[src/rtl/kernel_stream_feeder.sv]
// Source-side feeder for the generated kernel: buffers packed 4-lane upstream words
// in a small FIFO and issues exactly nelems elements on the u/x/v/y kernel streams.
module kernel_stream_feeder #(
    parameter int STREAMW = 34,
    parameter int DEPTH   = 4,
    parameter int CNTW    = 32
) (
    input  logic                   clk,
    input  logic                   rst,
    input  logic                   start,
    input  logic [CNTW-1:0]        nelems,
    input  logic                   s_valid,
    output logic                   s_ready,
    input  logic [4*STREAMW-1:0]   s_data,
    output logic                   ivalid_u_s0,
    output logic                   ivalid_x_s0,
    output logic                   ivalid_v_s0,
    output logic                   ivalid_y_s0,
    output logic [STREAMW-1:0]     u_s0,
    output logic [STREAMW-1:0]     x_s0,
    output logic [STREAMW-1:0]     v_s0,
    output logic [STREAMW-1:0]     y_s0,
    input  logic                   iready,
    output logic                   busy,
    output logic                   done,
    output logic [CNTW-1:0]        count
);

    localparam int AW = $clog2(DEPTH);
    localparam logic [AW:0] FULL_OCC = (AW+1)'(DEPTH);

    typedef enum logic [1:0] {IDLE, RUN, FIN} state_t;

    state_t                 state;
    logic [4*STREAMW-1:0]   mem [DEPTH];
    logic [AW-1:0]          wr_ptr;
    logic [AW-1:0]          rd_ptr;
    logic [AW:0]            occ;
    logic [CNTW-1:0]        acc_left;
    logic [CNTW-1:0]        iss_left;
    logic                   empty;
    logic                   full;
    logic                   ivalid;
    logic                   push;
    logic                   pop;
    logic [4*STREAMW-1:0]   head;

    // Handshakes depend only on registered state, never on s_valid or iready.
    assign empty   = (occ == '0);
    assign full    = (occ == FULL_OCC);
    assign s_ready = (state == RUN) && !full && (acc_left != '0);
    assign ivalid  = (state == RUN) && !empty;
    assign push    = s_valid && s_ready;
    assign pop     = ivalid && iready;

    assign ivalid_u_s0 = ivalid;
    assign ivalid_x_s0 = ivalid;
    assign ivalid_v_s0 = ivalid;
    assign ivalid_y_s0 = ivalid;

    assign head = mem[rd_ptr];
    assign u_s0 = head[STREAMW-1:0];
    assign x_s0 = head[2*STREAMW-1:STREAMW];
    assign v_s0 = head[3*STREAMW-1:2*STREAMW];
    assign y_s0 = head[4*STREAMW-1:3*STREAMW];

    // Storage is cleared on reset so an aborted run leaves nothing on the lanes.
    always_ff @(posedge clk or posedge rst) begin
        if (rst) begin
            for (int i = 0; i < DEPTH; i++) begin
                mem[i] <= '0;
            end
        end else if (push) begin
            mem[wr_ptr] <= s_data;
        end
    end

    always_ff @(posedge clk or posedge rst) begin
        if (rst) begin
            wr_ptr <= '0;
            rd_ptr <= '0;
            occ    <= '0;
        end else begin
            if (push) begin
                wr_ptr <= wr_ptr + AW'(1);
            end
            if (pop) begin
                rd_ptr <= rd_ptr + AW'(1);
            end
            case ({push, pop})
                2'b10:   occ <= occ + (AW+1)'(1);
                2'b01:   occ <= occ - (AW+1)'(1);
                default: occ <= occ;
            endcase
        end
    end

    always_ff @(posedge clk or posedge rst) begin
        if (rst) begin
            state    <= IDLE;
            acc_left <= '0;
            iss_left <= '0;
            count    <= '0;
            busy     <= 1'b0;
            done     <= 1'b0;
        end else begin
            if (push) begin
                acc_left <= acc_left - CNTW'(1);
            end
            case (state)
                IDLE: begin
                    done <= 1'b0;
                    if (start) begin
                        acc_left <= nelems;
                        iss_left <= nelems;
                        count    <= '0;
                        if (nelems == '0) begin
                            state <= FIN;
                            done  <= 1'b1;
                        end else begin
                            state <= RUN;
                            busy  <= 1'b1;
                        end
                    end
                end
                RUN: begin
                    if (pop) begin
                        iss_left <= iss_left - CNTW'(1);
                        count    <= count + CNTW'(1);
                        if (iss_left == CNTW'(1)) begin
                            state <= FIN;
                            busy  <= 1'b0;
                            done  <= 1'b1;
                        end
                    end
                end
                FIN: begin
                    state <= IDLE;
                    done  <= 1'b0;
                end
                default: begin
                    state <= IDLE;
                    busy  <= 1'b0;
                    done  <= 1'b0;
                end
            endcase
        end
    end

endmodule

[config.mk]
export PLATFORM = sky130hd
export DESIGN_NAME = kernel_stream_feeder
export DESIGN_NICKNAME = d
export VERILOG_FILES = /design/src/rtl/kernel_stream_feeder.sv
export SDC_FILE = /design/constraint.sdc
export NUM_CORES = 1
export LEC_CHECK = 0
export BUFFER_PORTS_ARGS = -buffer_cell sky130_fd_sc_hd__buf_4
export CORE_ASPECT_RATIO = 0.5
export CORE_UTILIZATION = 50
export CTS_CLUSTER_SIZE = 20
export DETAILED_ROUTE_END_ITERATION = 10
export GPL_TIMING_DRIVEN = 1
export PLACE_DENSITY_LB_ADDON = 0.12
export REMOVE_ABC_BUFFERS = 1
export SYNTH_ARGS = -nofsm -noshare
export SYNTH_HDL_FRONTEND = slang
export SYNTH_SLANG_ARGS = --single-unit
[constraint.sdc]
create_clock -name clk -period 22.4 [get_ports clk]
set_input_delay 1.12 -clock clk [delete_from_list [all_inputs] [get_ports clk]]
set_output_delay 1.12 -clock clk [all_outputs]
set_load 0.01 [all_outputs]
# == Word-level counts from Yosys, hierarchy flattened ==
# Cells that the tools add are included.
# Widths: inputs -> output; s select.
# op_classes
reduce_logical,18
eq_ne,10
magnitude_cmp,3
bitwise_logic,3
muxes,31
addsub,7
# op_table
operator,n
$bwmux 544,1
$mux 136,3
$bmux 136 s2,1
$demux 136 s2,1
$mux 32,7
$pmux 32 s2,2
$sub 32x1->32 const B,2
$add 32x1->32 const B,1
$eq 32x1->1 const B,1
$logic_not 32->1,1
$reduce_bool 32->1,1
$mux 1,8
$mux 2,4
$ge 3x3->1 const B,2
$logic_and 1x1->1,6
$ne 2x2->1 const B,3
$not 2->3,2
$pmux 3 s2,1
$reduce_and 3->1,2
$reduce_and 5->1,1
$add 2x1->2 const B,2
$eq 2x1->1 const B,2
$eq 2x2->1 const B,2
$pmux 2 s2,1
13 further kinds,15
# word_totals
in_bits,173
reg_bits,651
out_inout_bits,175
elab_cells,85

# == Logic depth before layout (Yosys ltp) ==
# depth
depth_word,8
mapped_depth,13

# == Least setup slack after synthesis ==
# No wires, ideal clock.
# synth_path
kind,register -> output
start,reg rd_ptr[0]
end,out y_s0[15]
t_required_ps,21280
n_path_buf,3
path_stages_with_launch,5
setup_slack_ps,19204
arrival_ps,2076
path_cell_list,dfrtp_1 > clkbuf_1 > buf_1 > buf_1 > mux4_2
# synth_between
elab_chain_cells,4
# synth_lines
item,line,source
start: declaration,37,logic [AW-1:0] rd_ptr;
start signal: assignment,88,rd_ptr <= rd_ptr + AW'(1);
$not 2->3 (implied by the code),61,assign head = mem[rd_ptr];
$bmux 136 s2,61,
$mux 136 (implied by the code) (2 in a row),61,
end: declaration,22,"output logic [STREAMW-1:0] y_s0,"
# No other way between the ends. The select of a mux whose other input is x is not followed.

# == Final worst setup path ==
# layout_path
start,reg rd_ptr[0]
end,out v_s0[32]
# layout_between
elab_chain_cells,4
# layout_lines
item,line,source
$not 2->3 (implied by the code),61,
$bmux 136 s2,61,
$mux 136 (implied by the code) (2 in a row),61,
end: declaration,21,"output logic [STREAMW-1:0] v_s0,"
# No other way between the ends. The select of a mux whose other input is x is not followed.

==> metrics <==
Row Count=62; initial antenna violation count=2; CTS max path bufs=3; Core ar.=57900 µm²; layout cells sized above 1=50.1%; fin cells=3149; vias in the first global route=19300; area share of the largest cell type after synthesis=55.2%; CP top delay family=buffers and inverters; Critical Path Start Type=flip-flop; Peak VDD IR=0.0000917 V; Clock Skew=21.3 ps; TritonRoute pass-1 iters=6; Die W=346 µm; Post-synth ARST share=100%; overall power=5.33 mW; placed insts=3041; register area share after synthesis=55.2%; outcome=complete, no violations; final setup fails=0; Synth Warn #=0; critical path arrival=3780 ps; Post-layout nets=2517; PostCTS Resize Cnt=0; Ports=348; CTS tree=done; Power Density=153 nW/µm²; postcts setup bufs=0; crit path kind=flip-flop to output pin; largest net degree at the start of global routing=126; CP required=21280 ps; netlist area before placement=29500 µm²; die area=60100 µm²; Starting Density=51.0%; H-tree levels=2; I/O Buffers=347; Post-synth top cells=dfrtp_1 (651), mux2_2 (544), mux4_2 (136), nand2_1 (75), clkbuf_1 (67); Remaining Overflow, GRT=0; RSZ-0062 raised after global routing=false; Post-DP HPWL=43.9 mm; Crit. End Element=output pin; Num CTS Buffers=58; EDFF count, synth=0; Via Count=18300; setup TNS=0 ps; Synth cell types=71; Hold Path Class=flip-flop to flip-flop; global-route wire length before repair=111 mm; WL/cell=21.8 µm; maximum clock rate=0.204 GHz; CTS clk-pin slew, worst paths=70 ps; Syn Area/Cell=14.6 µm²; clk sinks=651; Crit path buffers/inverters=3; fin area=34900 µm²; dominant synthesized flop cell=dfrtp_1; initial DRC count=934; Max Cap Viol=0; final wirelength=68.7 mm; clk_lat worst skew=610 ps; most frequent cell after synthesis=dfrtp_1; synth top area cells=dfrtp_1 (55%), mux2_2 (21%), mux4_2 (10%), nand2_1 (0.95%), clkbuf_1 (0.85%); critical path peak fanout=35; final hold vios=0; area leader, netlist=dfrtp_1; register bit total from synthesis=651; Slew headroom=30.6%; CP Cell Sequence=buf_4, buf_4, mux4_2, buf_4; Worst-Margin Slew=1040 ps; Crit-path slowest cell=dfrtp_4; DRC Markers=0; placed cell areas=32800 µm²; cts hold-fix bufs=0; Leakage Power=14.9 nW; CP most frequent cell=buf_4; gpl congestion=0.810; Final Cycle Share=21.9%; chip height=174 µm; Routed Antenna Nets=0; Max Slew Vio Count=0; Post-Synthesis Cells=2027; via/cell ratio=5.82; fin crit period=4900 ps; Root Driver=clkbuf_16; GRT Total Usage=23.3%; CP max stage delay=900 ps; area grow syn2layout=18.1%
-- cells by family after synthesis --
family / synth area share, %
AOI/OAI and AO/OA: 3.80
DFF: 55.2
and+or+nand+nor: 6.48
adders and majority gates: 0.492
muxes: 31.2
buffers and inverters: 2.17
xor gates and xnor gates: 0.712
-- per-layer routing --
metal  vias up  part of all wire, %  routed length (µm)  GRT usage [%]
met1      9632                   43               29600           31.2
met5         -                    0                   0              0
met4         0                  2.9                2020           7.28
met2       299                   51               35100           39.6
li1       8274                    -                   -              -
met3       114                  2.9                1990           3.06
-- power by group --
part / total [mW] / internal [mW] / leakage, nW / switching (mW)
combinational: 2.19 / 1.29 / 6.15 / 0.891
sequential: 2.06 / 1.74 / 7.75 / 0.325
clock: 1.08 / 0.628 / 1.02 / 0.454
total: 5.33 / 3.66 / 14.9 / 1.67
-- flip-flops by register name, indices dropped and copies added (netlist names) --
| name | flops |
|---|---|
| iss_left | 32 |
| count | 32 |
| mem | 544 |
| busy | 1 |
| state | 2 |
| rd_ptr | 2 |
| wr_ptr | 2 |
| occ | 3 |
| done | 1 |
| acc_left | 32 |
-- cell type report --
type	count	area (µm²)
Clock buffer	86	1780
Clock inverter	20	288
Inverter	20	82.6
Fill cell	4575	23000
Multi-Input combinational cell	1229	12700
Antenna cell	2	5.00
Tap cell	768	961
Timing Repair Buffer	373	2800
Sequential cell	651	16300
-- cells in the final DEF (no fill, tap or decap), drive strengths merged, types with 10 or more instances in the layout --
cell type and n:
a21oi 28, a31oi 19, buf 373, clkbuf 86, clkinv 11, dfrtp 651
ha 10, inv 20, mux2 544, mux4 136, nand2 75, nand3 45
nand4 16, nor2 60, nor3 19, nor4 28, o211ai 16, o21ai 34
o311ai 11, o31ai 14, or3 39, or4 30, xnor2 18
-- path summary, 6_finish.rpt --
kind                                       start  slack (ps)  cells after the start              endpoint
setup / recovery           rd_ptr[0]$_DFFE_PP0P_       17500                      4              v_s0[32]
hold / removal                occ[2]$_DFFE_PP0P_         480                      1    occ[2]$_DFFE_PP0P_
setup reg to reg           acc_left[0]$_DFF_PP0_       17800                     10  mem[221]$_DFFE_PP0P_
hold reg to reg               occ[2]$_DFFE_PP0P_         480                      1    occ[2]$_DFFE_PP0P_
max in group asynchronous                    rst       18820                      5  mem[488]$_DFFE_PP0P_
min in group asynchronous                    rst         730                      2  mem[224]$_DFFE_PP0P_
-- metrics by stage --
step                      setup WS (ps)  utilization, %  hold slack, ps
after CTS                         17280            60.2             482
after global routing              17120            60.2             509
after detailed placement          17790            56.7             469
after global placement            17820            56.7             468
final                             17500            60.2             480
after floorplan                    3040               -             448
Power figures use the tool's default switching activity.
